===== src/rtl/khazad_pkg.sv =====
// Shared constants and the sequencer state type for the KHAZAD mode sequencer.
package khazad_pkg;

    localparam int BLOCK_W = 64;
    localparam int KEY_W   = 128;
    localparam int ROUNDS  = 8;

    typedef enum logic [1:0] {
        IDLE = 2'd0,
        KEY  = 2'd1,
        RUN  = 2'd2,
        DONE = 2'd3
    } seq_state_t;

endpackage


===== src/rtl/khazad_chain_reg.sv =====
// Chaining datapath for the mode sequencer: holds the CBC chain value,
// forms the block presented to the round core and the result block.
module khazad_chain_reg #(
    parameter int BLOCK_W = khazad_pkg::BLOCK_W
) (
    input  logic               CLK,
    input  logic               RST,
    input  logic               i_seed,
    input  logic               i_update,
    input  logic               i_cbc,
    input  logic               i_dec,
    input  logic [BLOCK_W-1:0] i_iv,
    input  logic [BLOCK_W-1:0] i_block,
    input  logic [BLOCK_W-1:0] i_core_out,
    output logic [BLOCK_W-1:0] o_core_in,
    output logic [BLOCK_W-1:0] o_data_out
);

    logic [BLOCK_W-1:0] r_chain;
    logic [BLOCK_W-1:0] r_data_out;
    logic [BLOCK_W-1:0] w_chain_nxt;
    logic [BLOCK_W-1:0] w_result;
    logic               w_cbc_enc;
    logic               w_cbc_dec;

    assign w_cbc_enc = i_cbc & ~i_dec;
    assign w_cbc_dec = i_cbc &  i_dec;

    // Encrypt-side whitening with the chain happens before the core.
    assign o_core_in = w_cbc_enc ? (i_block ^ r_chain) : i_block;

    // Decrypt-side whitening with the chain happens after the core.
    assign w_result = w_cbc_dec ? (i_core_out ^ r_chain) : i_core_out;

    // Chain value selection: a completed CBC block advances it, a new first block seeds it.
    always_comb begin
        w_chain_nxt = r_chain;
        if (i_update) begin
            if (w_cbc_enc) begin
                w_chain_nxt = i_core_out;
            end else if (w_cbc_dec) begin
                w_chain_nxt = i_block;
            end
        end else if (i_seed) begin
            w_chain_nxt = i_iv;
        end
    end

    // Chain register.
    always_ff @(posedge CLK) begin
        if (RST) begin
            r_chain <= '0;
        end else begin
            r_chain <= w_chain_nxt;
        end
    end

    // Result register; holds until the next completed block.
    always_ff @(posedge CLK) begin
        if (RST) begin
            r_data_out <= '0;
        end else if (i_update) begin
            r_data_out <= w_result;
        end
    end

    assign o_data_out = r_data_out;

endmodule


===== src/rtl/khazad_mode_sequencer.sv =====
// Sequences one KHAZAD block operation per start pulse: optional key load,
// one pass through the round core, ECB/CBC chaining, one-cycle finish.
//
//   state | meaning
//   IDLE  | waiting for start
//   KEY   | key schedule expanding key_out, waiting for key_done
//   RUN   | round core busy on core_in, waiting for core_done
//   DONE  | finish pulse, result on data_out
module khazad_mode_sequencer #(
    parameter int BLOCK_W = khazad_pkg::BLOCK_W,
    parameter int KEY_W   = khazad_pkg::KEY_W
) (
    input  logic               CLK,
    input  logic               RST,
    input  logic               start,
    input  logic               only_data,
    input  logic               enc_dec_SEL,
    input  logic               op_mode,
    input  logic               first_block,
    input  logic [BLOCK_W-1:0] data_in,
    input  logic [KEY_W-1:0]   key_in,
    input  logic [BLOCK_W-1:0] iv_in,
    output logic               key_start,
    output logic [KEY_W-1:0]   key_out,
    input  logic               key_done,
    output logic               core_start,
    output logic               core_dec,
    output logic [BLOCK_W-1:0] core_in,
    input  logic [BLOCK_W-1:0] core_out,
    input  logic               core_done,
    output logic [BLOCK_W-1:0] data_out,
    output logic               finish,
    output logic               busy
);

    import khazad_pkg::*;

    seq_state_t         r_state;
    seq_state_t         w_state_nxt;

    logic [BLOCK_W-1:0] r_block;
    logic               r_cbc;
    logic               r_core_dec;
    logic [KEY_W-1:0]   r_key_out;
    logic               r_key_valid;
    logic               r_key_start;
    logic               r_core_start;
    logic               r_finish;
    logic               r_busy;

    logic               w_need_key;
    logic               w_accept;
    logic               w_key_load;
    logic               w_key_ack;
    logic               w_core_fire;
    logic               w_key_start_nxt;
    logic               w_core_start_nxt;
    logic               w_finish_nxt;

    // With no valid key loaded, a reuse request still has to load one.
    assign w_need_key = ~only_data | ~r_key_valid;

    // Next-state decode; pulse outputs are computed here and registered below.
    always_comb begin
        w_state_nxt      = r_state;
        w_accept         = 1'b0;
        w_key_load       = 1'b0;
        w_key_ack        = 1'b0;
        w_core_fire      = 1'b0;
        w_key_start_nxt  = 1'b0;
        w_core_start_nxt = 1'b0;
        w_finish_nxt     = 1'b0;
        case (r_state)
            IDLE: begin
                if (start) begin
                    w_accept = 1'b1;
                    if (w_need_key) begin
                        w_key_load      = 1'b1;
                        w_key_start_nxt = 1'b1;
                        w_state_nxt     = KEY;
                    end else begin
                        w_core_start_nxt = 1'b1;
                        w_state_nxt      = RUN;
                    end
                end
            end
            KEY: begin
                if (key_done) begin
                    w_key_ack        = 1'b1;
                    w_core_start_nxt = 1'b1;
                    w_state_nxt      = RUN;
                end
            end
            RUN: begin
                if (core_done) begin
                    w_core_fire  = 1'b1;
                    w_finish_nxt = 1'b1;
                    w_state_nxt  = DONE;
                end
            end
            DONE: begin
                w_state_nxt = IDLE;
            end
            default: begin
                w_state_nxt = IDLE;
            end
        endcase
    end

    // State register and registered control pulses.
    always_ff @(posedge CLK) begin
        if (RST) begin
            r_state      <= IDLE;
            r_key_start  <= 1'b0;
            r_core_start <= 1'b0;
            r_finish     <= 1'b0;
            r_busy       <= 1'b0;
        end else begin
            r_state      <= w_state_nxt;
            r_key_start  <= w_key_start_nxt;
            r_core_start <= w_core_start_nxt;
            r_finish     <= w_finish_nxt;
            r_busy       <= (w_state_nxt != IDLE);
        end
    end

    // Op registers, captured only when an operation is accepted.
    always_ff @(posedge CLK) begin
        if (RST) begin
            r_block    <= '0;
            r_cbc      <= 1'b0;
            r_core_dec <= 1'b0;
        end else if (w_accept) begin
            r_block    <= data_in;
            r_cbc      <= op_mode;
            r_core_dec <= ~enc_dec_SEL;
        end
    end

    // Key register and its validity flag; valid only after the schedule confirms.
    always_ff @(posedge CLK) begin
        if (RST) begin
            r_key_out   <= '0;
            r_key_valid <= 1'b0;
        end else begin
            if (w_key_load) begin
                r_key_out <= key_in;
            end
            if (w_key_ack) begin
                r_key_valid <= 1'b1;
            end
        end
    end

    khazad_chain_reg #(
        .BLOCK_W (BLOCK_W)
    ) u_chain (
        .CLK        (CLK),
        .RST        (RST),
        .i_seed     (w_accept & first_block),
        .i_update   (w_core_fire),
        .i_cbc      (r_cbc),
        .i_dec      (r_core_dec),
        .i_iv       (iv_in),
        .i_block    (r_block),
        .i_core_out (core_out),
        .o_core_in  (core_in),
        .o_data_out (data_out)
    );

    assign key_start  = r_key_start;
    assign key_out    = r_key_out;
    assign core_start = r_core_start;
    assign core_dec   = r_core_dec;
    assign finish     = r_finish;
    assign busy       = r_busy;

endmodule


===== config.mk =====
export PLATFORM = sky130hd
export DESIGN_NAME = khazad_mode_sequencer
export DESIGN_NICKNAME = d
export VERILOG_FILES = /design/src/rtl/khazad_pkg.sv /design/src/rtl/khazad_chain_reg.sv /design/src/rtl/khazad_mode_sequencer.sv
export SDC_FILE = /design/constraint.sdc
export NUM_CORES = 1
export LEC_CHECK = 0
export ABC_AREA = 1
export CORE_AREA = 2 2 226 228
export DETAILED_ROUTE_END_ITERATION = 8
export DIE_AREA = 0 0 228 230
export PLACE_DENSITY = 0.71
export SLEW_MARGIN = 15
export SYNTH_ARGS = -nofsm -noshare
export SYNTH_HDL_FRONTEND = slang
export SYNTH_SLANG_ARGS = --single-unit

===== constraint.sdc =====
create_clock -name CLK -period 4.06 [get_ports CLK]
set_clock_uncertainty 0.15 [all_clocks]
set_input_delay 0.812 -clock CLK [delete_from_list [all_inputs] [get_ports CLK]]
set_output_delay 0.812 -clock CLK [all_outputs]
set_load 0.05 [all_outputs]

==> metrics.log <==
[metrics] status: completed
[metrics] stage delay of the slowest cell on the critical path: 830 ps
[metrics] detailed-routing iteration count for the pre-antenna-repair pass: 5
[metrics] depth of the CTS H-tree: 2
[metrics] Total Nets Final: 3155
[metrics] CP Buf/Inv Count: 2
[metrics] CP Max Fanout: 50
[metrics] Initial Util: 31.6%
[metrics] data required time of the critical path: 3100 ps
[metrics] Tcrit/Tclk final: 89.7%
[metrics] post-synthesis sequential area ratio: 41.8%
[metrics] largest delay contributor family on the critical path: buffers and inverters
[metrics] Achievable Freq: about 270 MHz
[metrics] power density over cell area: 442 nW/um2
[metrics] count of pins on the block boundary: 590
[metrics] maximum number of pins on one net before global-route repair: between 100 and 150
[metrics] cell types with the largest area share after synthesis: dfxtp_1 (42%), nor2_1 (11%), nand3_1 (10%)
[metrics] Final Wtd Congestion: ~0.86
[metrics] die width: approximately 230 um
[metrics] postcts setup bufs: 0
[metrics] Startpoint Class: flip-flop
[metrics] overall routing resource usage: 22.9%
[metrics] clk slew on worst S/H paths: 60 ps
[metrics] time the final worst path needs with I/O delays and setup: between 3000 and 4000 ps
[metrics] cell type of the slowest stage on the worst timing path: clkdlybuf4s50_1
[metrics] first-pass GRT wire length: around 94000 um
[metrics] total nets after synthesis: 2661
[metrics] via/cell ratio: ~4.8
[metrics] number of resized instances in the post-cts repair step: 0
[metrics] worst slew slack as a fraction of its limit: approximately a third
[metrics] Worst-Skew Late Latency: 540 ps
[metrics] total clock sinks: 329
[metrics] met1 routing resource usage after global routing: about a quarter
[metrics] worst path arrival time: 2680 ps
[metrics] vias in the first global route: 15979
[metrics] number of buffers added on ports: 589
[metrics] most crowded layer after global routing: met2
[metrics] proportion of layout cells with a drive suffix above 1: 5.26%
[metrics] cells traversed along the worst timing path: inv_2, nand2_4, nor2_1, xor2_1, clkdlybuf4s50_1
[metrics] Core Rows: 82
[metrics] kind of critical path: reg -> out
[metrics] post-synthesis instance area: 15700 um2
[metrics] Setup-failing EPs final: 0
[metrics] cell type with the largest total area after synthesis: dfxtp_1
[metrics] Synth Warn #: 0
[metrics] via count: 16896
[metrics] Final Max Tran Viols: 0
[metrics] synthesized flop and latch total: 329
[metrics] antenna violations before repair: 7
[metrics] dpl hpwl: between 40000 and 50000 um
[metrics] leakage power of the design: 10.5 nW
[metrics] filler cell count: 5047
[metrics] path category of the worst min-delay check: reg -> reg
[metrics] share of Yosys cell area claimed by the top area cell type: 41.8%
[metrics] GR met3 Demand/Resource: 6.44%
[metrics] Final Hold Violating Endpoints: 0
[metrics] final-layout setup total negative slack: 0 ps
[metrics] number of violations reported at the end of detailed-routing iteration 0: 1330
[metrics] worst hold slack across all endpoints: 304 ps
[metrics] Clock Tree Buf Depth: 3
[metrics] overflow left after global routing: 0
[metrics] count of mapped cells out of synthesis: around 2300
[metrics] grt met2 use: 38.5%
[metrics] post-detailed-route count of antenna-violating nets: 0
[metrics] post-detailed-routing wire length: between 60000 and 70000 um
[metrics] maximum vdd ir drop: 0.344 mV
[metrics] synth unique cells: 21
[metrics] Die ar.: 52400 um2
[metrics] cts hold-fix bufs: 0
[metrics] final total power: 0.0102 W
[metrics] transition time of the tightest slew-check pin: 978 ps
[metrics] Die Y-Extent: ~230 um
[metrics] standard cell core area: 49900 um2
[metrics] CP Capture Type: primary output
[metrics] setup repair after global routing missed its margin: no
[metrics] TritonCTS Buffers: 39
[metrics] root buffer cell: clkbuf_16
[metrics] per-instance average area after synthesis: 6.75 um2
[metrics] Area growth, synth to finish: 46.8%
[metrics] DRC violations left: 0
[metrics] TritonCTS clock tree: yes
[metrics] routed length per placed instance: 17.7 um
[metrics] reported max-cap violation count: 0
[metal layers]
metal	part of all wire [%]	vias to the layer above
li1	-	8346
met5	0.040	-
met1	38	7684
met3	8.7	163
met4	6.2	4
met2	47	699
[cells in the final DEF (no fill, tap or decap), types with 2 or more instances in the layout]
cell / netlist / final
clkbuf_8: 0 / 11
nand2_1: 332 / 331
clkdlybuf4s50_1: 0 / 543
xor2_1: 63 / 63
buf_12: 0 / 7
nor2_1: 452 / 452
nand3_2: 0 / 2
buf_4: 29 / 68
o21ai_0: 252 / 252
o21a_1: 64 / 64
a21oi_1: 68 / 68
inv_1: 264 / 263
nand2_2: 3 / 2
clkbuf_16: 0 / 41
diode_2: 0 / 5
clkbuf_1: 54 / 7
clkinv_2: 0 / 6
nand3_1: 321 / 319
o21ai_1: 10 / 10
inv_2: 5 / 4
nand2_4: 0 / 2
dfxtp_1: 329 / 328
[cell families after synthesis]
group	share of synthesized area, %
compound gates	13.5
xor+xnor	3.51
buf+inv	11.8
flops	41.8
simple gates	29.3
[cells in the mapped netlist (all sizes together)]
cell,count
a21oi,68
o21ai,262
nand3b,1
buf,108
nand3,321
inv,269
nor2,455
dfxtp,329
clkbuf,57
o21a,64
nand2,335
xor2,63
[path summary, 6_finish.rpt]
check | to | from | cells past startpoint | slack, ps
worst max register to register | u_chain.o_data_out[2]$_SDFFE_PP0P_ | r_cbc$_SDFFE_PP0P_ | 8 | 1310
worst min register to register | r_key_valid$_SDFFE_PP0P_ | r_key_valid$_SDFFE_PP0P_ | 2 | 300
worst max-delay path | core_in[6] | core_dec$_SDFFE_PP0P_ | 5 | 420
worst min-delay path | r_key_valid$_SDFFE_PP0P_ | r_key_valid$_SDFFE_PP0P_ | 2 | 300
[metrics by stage]
step | cells | cell area [um2] | utilization (%) | worst slack, ps
5_1_grt | 3528 | 23100 | 46.3 | 237
2_1_floorplan | 2332 | 15700 | - | 956
3_5_place_dp | 3457 | 21900 | 43.8 | 908
4_1_cts | 3523 | 23100 | 46.3 | 360
6_report | 3528 | 23100 | 46.3 | 418
3_3_place_gp | 3457 | 21900 | 43.8 | 961
[area by class of cell]
cell class,instances,area [um2],share of cell area [%]
Inverter,269,1020,4.41
Clock inverter,7,38.8,0.168
Multi-Input combinational cell,1569,7320,31.7
Timing Repair Buffer,618,6090,26.3
Sequential cell,329,6590,28.5
Clock buffer,59,1200,5.21
Tap cell,672,841,3.64
Antenna cell,5,12.5,0.0541
[power by group]
part           switching (W)  leakage, nW  internal (W)  total [W]
logic                0.00199         7.19       0.00104    0.00303
clock network        0.00142        0.620       0.00203    0.00346
registers           0.000183         2.71       0.00354    0.00373
total                0.00360         10.5       0.00662     0.0102
[worst register-to-register path, cell delays in order (launching register included)]
cell and delay (ps):
dfxtp_2 360, buf_4 720, nand2_2 130, inv_2 570, buf_4 420, nand3_1 130, nand3_1 110, nand2_1 60
inv_1 40
[flip-flops by register name, summed over array words and instances (netlist names)]
signal	cells
u_chain.r_chain	64
r_block	64
busy	1
core_start	1
r_key_valid	1
u_chain.o_data_out	64
r_cbc	1
key_start	1
r_state	2
finish	1
core_dec	1
key_out	128
(Power assumes the default switching activity.)
